$ cat src/rtl/dsp48_pkg.sv
// Shared definitions for the DSP48A1 operand register blocks: legal parameter
// ranges, the occupancy-width rule, the parameter legality check and a lane
// slicing helper.
package dsp48_pkg;

  localparam int DEPTH_MIN = 0;
  localparam int DEPTH_MAX = 8;
  localparam int WIDTH_MIN = 1;
  localparam int WIDTH_MAX = 48;
  localparam int LANES_MIN = 1;
  localparam int LANES_MAX = 4;

  // Occupancy counter width; never narrower than one bit so DEPTH=0 still has a port.
  function automatic int occ_width(input int depth);
    return (depth < 1) ? 1 : $clog2(depth + 1);
  endfunction

  // True when every parameter lies in its supported range.
  function automatic bit params_legal(input int depth, input int width,
                                      input int lanes, input int gate_data);
    return (depth >= DEPTH_MIN) && (depth <= DEPTH_MAX) &&
           (width >= WIDTH_MIN) && (width <= WIDTH_MAX) &&
           (lanes >= LANES_MIN) && (lanes <= LANES_MAX) &&
           ((gate_data == 0) || (gate_data == 1));
  endfunction

  // Lowest bit of lane k inside a packed multi-lane bus.
  function automatic int lane_lsb(input int lane, input int width);
    return lane * width;
  endfunction

endpackage

$ cat src/rtl/dsp_pipe_stage.sv
// One pipeline stage: a DW-bit data register plus its valid bit, with clock
// enable, synchronous clear, async active-low reset and optional data gating.
module dsp_pipe_stage #(
  parameter int DW        = 18,
  parameter int GATE_DATA = 0
) (
  input  logic          CLK,
  input  logic          RSTN,
  input  logic          CE,
  input  logic          SCLR,
  input  logic          prev_valid,
  input  logic [DW-1:0] prev_data,
  output logic          valid,
  output logic [DW-1:0] data
);

  logic load_data;

  // With gating, invalid beats leave the data register untouched to save toggles.
  assign load_data = CE && ((GATE_DATA == 0) || prev_valid);

  // Valid bit: clear wins over enable.
  always_ff @(posedge CLK or negedge RSTN) begin
    if (!RSTN) begin
      valid <= 1'b0;
    end else if (SCLR) begin
      valid <= 1'b0;
    end else if (CE) begin
      valid <= prev_valid;
    end
  end

  // Data register: cleared together with the valid bit, otherwise loads on load_data.
  always_ff @(posedge CLK or negedge RSTN) begin
    if (!RSTN) begin
      data <= '0;
    end else if (SCLR) begin
      data <= '0;
    end else if (load_data) begin
      data <= prev_data;
    end
  end

endmodule

$ cat src/rtl/dsp_pipe_reg.sv
// Multi-lane operand pipeline register: DEPTH clock-enabled stages carrying
// LANES*WIDTH data bits plus a valid bit, with an in-flight occupancy count.
// DEPTH=0 degenerates to a combinational pass-through.
module dsp_pipe_reg
  import dsp48_pkg::*;
#(
  parameter  int DEPTH     = 1,
  parameter  int WIDTH     = 18,
  parameter  int LANES     = 1,
  parameter  int GATE_DATA = 0,
  localparam int DW        = WIDTH * LANES,
  localparam int OCC_W     = occ_width(DEPTH)
) (
  input  logic             CLK,
  input  logic             RSTN,
  input  logic             CE,
  input  logic             SCLR,
  input  logic             in_valid,
  input  logic [DW-1:0]    in_data,
  output logic             out_valid,
  output logic [DW-1:0]    out_data,
  output logic [OCC_W-1:0] occupancy
);

  if (!params_legal(DEPTH, WIDTH, LANES, GATE_DATA)) begin : g_bad_params
    $error("dsp_pipe_reg: DEPTH/WIDTH/LANES/GATE_DATA out of supported range");
  end

  if (DEPTH == 0) begin : g_pass
    // Control inputs are intentionally ignored in pass-through mode.
    logic unused_ctl;
    assign unused_ctl = ^{CLK, RSTN, CE, SCLR};

    assign out_valid = in_valid;
    assign out_data  = in_data;
    assign occupancy = '0;
  end else begin : g_pipe
    logic          stage_valid [0:DEPTH];
    logic [DW-1:0] stage_data  [0:DEPTH];
    logic [OCC_W-1:0] occ;

    assign stage_valid[0] = in_valid;
    assign stage_data[0]  = in_data;

    for (genvar i = 1; i <= DEPTH; i++) begin : g_stage
      dsp_pipe_stage #(
        .DW        (DW),
        .GATE_DATA (GATE_DATA)
      ) u_stage (
        .CLK        (CLK),
        .RSTN       (RSTN),
        .CE         (CE),
        .SCLR       (SCLR),
        .prev_valid (stage_valid[i-1]),
        .prev_data  (stage_data[i-1]),
        .valid      (stage_valid[i]),
        .data       (stage_data[i])
      );
    end

    // Occupancy tracks beats entering minus beats leaving; it cannot exceed DEPTH.
    always_ff @(posedge CLK or negedge RSTN) begin
      if (!RSTN) begin
        occ <= '0;
      end else if (SCLR) begin
        occ <= '0;
      end else if (CE) begin
        occ <= occ + OCC_W'(in_valid) - OCC_W'(stage_valid[DEPTH]);
      end
    end

    assign out_valid = stage_valid[DEPTH];
    assign out_data  = stage_data[DEPTH];
    assign occupancy = occ;
  end

endmodule

$ cat config.mk
export PLATFORM = sky130hd
export DESIGN_NAME = dsp_pipe_reg
export DESIGN_NICKNAME = d
export VERILOG_FILES = /design/src/rtl/dsp48_pkg.sv /design/src/rtl/dsp_pipe_stage.sv /design/src/rtl/dsp_pipe_reg.sv
export SDC_FILE = /design/constraint.sdc
export NUM_CORES = 1
export LEC_CHECK = 0
export BUFFER_PORTS_ARGS = -buffer_cell sky130_fd_sc_hd__buf_2
export CORE_MARGIN = 3
export CORE_UTILIZATION = 41
export CTS_BUF_LIST = sky130_fd_sc_hd__clkbuf_4 sky130_fd_sc_hd__clkbuf_8
export DETAILED_ROUTE_END_ITERATION = 8
export PLACE_DENSITY = 0.76
export SLEW_MARGIN = 40
export SYNTH_ARGS = -nofsm -noshare
export SYNTH_HDL_FRONTEND = slang
export SYNTH_SLANG_ARGS = --single-unit
$ cat constraint.sdc
create_clock -name CLK -period 1 [get_ports CLK]
set_clock_uncertainty 0.15 [all_clocks]
set_input_delay 0.2 -clock CLK [delete_from_list [all_inputs] [get_ports CLK]]
set_output_delay 0.2 -clock CLK [all_outputs]
set_load 0.05 [all_outputs]
==> impl_metrics.tcl <==
set metrics [dict create \
    row_count 15 \
    grt_use_total_pct 17.26 \
    drc 0 \
    cpMaxStageDelayCell "dfrtp_2" \
    post_drt_wl_per_cell_um 12.84 \
    rsz0062_at_grt "true" \
    synthesis.instances 67 \
    grt_pass1_vias 788 \
    required_ns 0.65 \
    rr_startpoint "g_pipe.g_stage[1].u_stage.valid$_DFFE_PN0P_" \
    io_pins 43 \
    vias_per_cell 4.660 \
    cts_root_buf "clkbuf_4" \
    p_seq_share_pct 49.2 \
    grt_start_max_net_pins 21 \
    yosys.area.top_type "dfrtp_1" \
    drt-initial-drc-count 7 \
    hold_path_depth 3 \
    synth-compound-area-share_pct 1.659 \
    cp-end-kind "output port" \
    tritoncts "built" \
    crit_buf_inv 2 \
    grt_pass1_wl_um 3381 \
    cp_data_arrival_time_ns 0.95 \
    place_ws_ns -0.1016 \
    slew_headroom_pct 71.94 \
    pwr-share-clk_pct 22.3 \
    path_delay_family "flip-flops" \
    clk-insertion-delay-late_ns 0.29 \
    area_delta_synth_final_pct 66.82 \
    placedInstanceArea_um2 1122 \
    yosysSeqAreaShare_pct 60.33 \
    synth_top_family_by_area "multiplexers" \
    syn_avg_cell_area_um2 12.38 \
    diodes 0 \
    setup_viol 23 \
    hp-start "in_data[16]" \
    hold_end "g_pipe.g_stage[1].u_stage.data[16]$_DFFE_PN0P_" \
    yosys.area_share.simple_pct 9.804 \
    layout-drive-gt1-share_pct 59.02 \
    nNetsFinal 146 \
    synthAdderAreaFrac_pct 0 \
    maxCapViolations 0 \
    reg2reg_slack_ns -0.19 \
    initial_core_util_pct 45.57 \
    failed_checks "setup timing" \
    peakVddDrop_mv 0.9932 \
    worstSetupPathType "reg -> out" \
    finalPower_mw 1.824 \
    cp_max_fo 2 \
    wirelength_um 1887 \
    synth.distinct_cells 10 \
    synth-seq-cells 20 \
    muxShareOfSynthArea_pct 22.93 \
    min_path_type "in -> reg" \
    drtPass1Iterations 4 \
    final_area_um2 1384 \
    start_kind "register" \
    synth_top_cell_area_share_pct 60.33 \
    portBuffers 42 \
    switching_share_pct 30.29 \
    ys.warnings.count 0 \
    rr_worst_depth 4 \
    power.density_nw_per_um2 1318 \
    antenna_left 0 \
    slowest_delay_ns 0.42 \
    final_cell_mix "buf_6 (21), nor2_1 (20), buf_2 (20)" \
    post-route-period-util_pct 130.1 \
    clk_pin_slew_worst_paths_ns 0.10 \
    die-height_um 50.98 \
    cts_buffer_depth 2 \
    die_x_um 50.98 \
    overflow 0 \
    place_congestion 0.6266 \
    dp_hpwl_um 1299 \
    status "finished with violations" \
    worstMarginPinSlew_ns 0.4209 \
    synth_fp_nets 90 \
    final-hold-violation-count 0 \
    antenna_found_initial 0 \
    synth_area_um2 829.5 \
    core-area_um2 1821 \
    ys_top_cells_by_area "dfrtp_1 (60%), mux2i_1 (23%), nor2_1 (9.0%), buf_6 (2.7%), a31o_1 (1.1%)" \
    p_leak_nw 0.7165 \
    numCtsBuffers 3 \
    htree_levels 1 \
    combPwrFrac_pct 28.5 \
    r2r_end "occupancy$_DFFE_PN0P_" \
    p_sw_mw 0.5525 \
    clock-sinks 20 \
    crit_chain "buf_6, buf_8" \
    setup_slack_ns -0.3007 \
    slew_viol_final 0 \
    vias 685 \
    finalWorstPathRequiredPeriod_ns 1.301 \
    die_area_um2 2599 \
    power.internal_mw 1.271 \
    layout_commonest_cell "buf_6" \
    synth_xor_xnor_area_share_pct 1.056 \
    fmax_mhz 768.8 \
]
## power by group through the flow
stage	Combinational, mW	Sequential (mW)	Clock [mW]
after floorplan	0.109	1.07	0
after global placement	0.416	0.899	0
after detailed placement	0.423	0.902	0
after CTS	0.522	0.897	0.423
after global routing	0.557	0.905	0.459
final	0.520	0.898	0.406
## synthesized netlist by cell type
| master | instances |
|---|---|
| a31o_1 | 1 |
| nand2b_1 | 1 |
| a21oi_1 | 1 |
| buf_4 | 1 |
| xor2_1 | 1 |
| nor2_1 | 20 |
| buf_6 | 2 |
| buf_2 | 1 |
| mux2i_1 | 19 |
| dfrtp_1 | 20 |
## cell type report
| type | count | area [um2] |
|---|---|---|
| sequential | 20 | 524.3 |
| timing repair buffer | 55 | 496.7 |
| multi-input combinational | 43 | 301.5 |
| clock buffer | 4 | 30.03 |
| tap | 25 | 31.28 |
| fill | 119 | 436.7 |
## registers in the layout (all words and copies together) (netlist names)
signal and flops:
g_pipe.g_stage.u_stage.data 18, occupancy 1, g_pipe.g_stage.u_stage.valid 1
## tightest hold or removal path, stage by stage
cell and delay [ns]:
buf_2 0.07, mux2i_1 0.06, nor2_1 0.07
## per-layer routing
layer,track usage (%),up-vias,share of wire (%)
met4,7.623,0,1.6
met3,2.624,4,3.8
li1,-,330,-
met2,31.33,23,56
met5,0,-,0
met1,19.81,328,38
## per-stage QoR
step	util (%)	TNS [ns]	hold WS [ns]	std cells
2_1_floorplan	-	-0.2317	-0.2456	67
3_3_place_gp	61.65	-0.3527	0.01372	135
3_5_place_dp	61.65	-0.5952	0.01796	135
4_1_cts	76.08	-4.756	0.004675	149
5_1_grt	76.01	-5.546	0.01404	147
6_report	76.01	-4.604	0.007640	147
## cell families (layout without fill, tap and decap cells)
family | count (synthesis) | in the layout
buffers and inverters | 4 | 59
AND/OR/NAND/NOR | 21 | 21
multiplexers | 19 | 19
XOR/XNOR | 1 | 1
AO/OA/AOI/OAI | 2 | 2
flip-flops | 20 | 20
## worst max path at each step
stage | from | end | slack, ns | depth (start not counted)
final | g_pipe.g_stage[1].u_stage.valid$_DFFE_PN0P_ | out_valid | -0.30 | 2
after global placement | g_pipe.g_stage[1].u_stage.valid$_DFFE_PN0P_ | occupancy$_DFFE_PN0P_ | -0.08 | 3
after global routing | g_pipe.g_stage[1].u_stage.valid$_DFFE_PN0P_ | out_valid | -0.34 | 2
after CTS | g_pipe.g_stage[1].u_stage.valid$_DFFE_PN0P_ | out_valid | -0.31 | 2
after detailed placement | g_pipe.g_stage[1].u_stage.valid$_DFFE_PN0P_ | occupancy$_DFFE_PN0P_ | -0.10 | 3
after floorplan | g_pipe.g_stage[1].u_stage.valid$_DFFE_PN0P_ | occupancy$_DFFE_PN0P_ | -0.23 | 3
## timing repair
action | 4_1_cts | 5_1_grt
resized for setup | 43 | 3
setup buffers | 3 | 0
endpoints found under the hold margin | 26 | 0
hold buffers | 7 | 0
endpoints found under the setup margin | 21 | 26
cloned | 0 | 0
pin swaps | 0 | 3
Power figures use the tool's default switching activity.
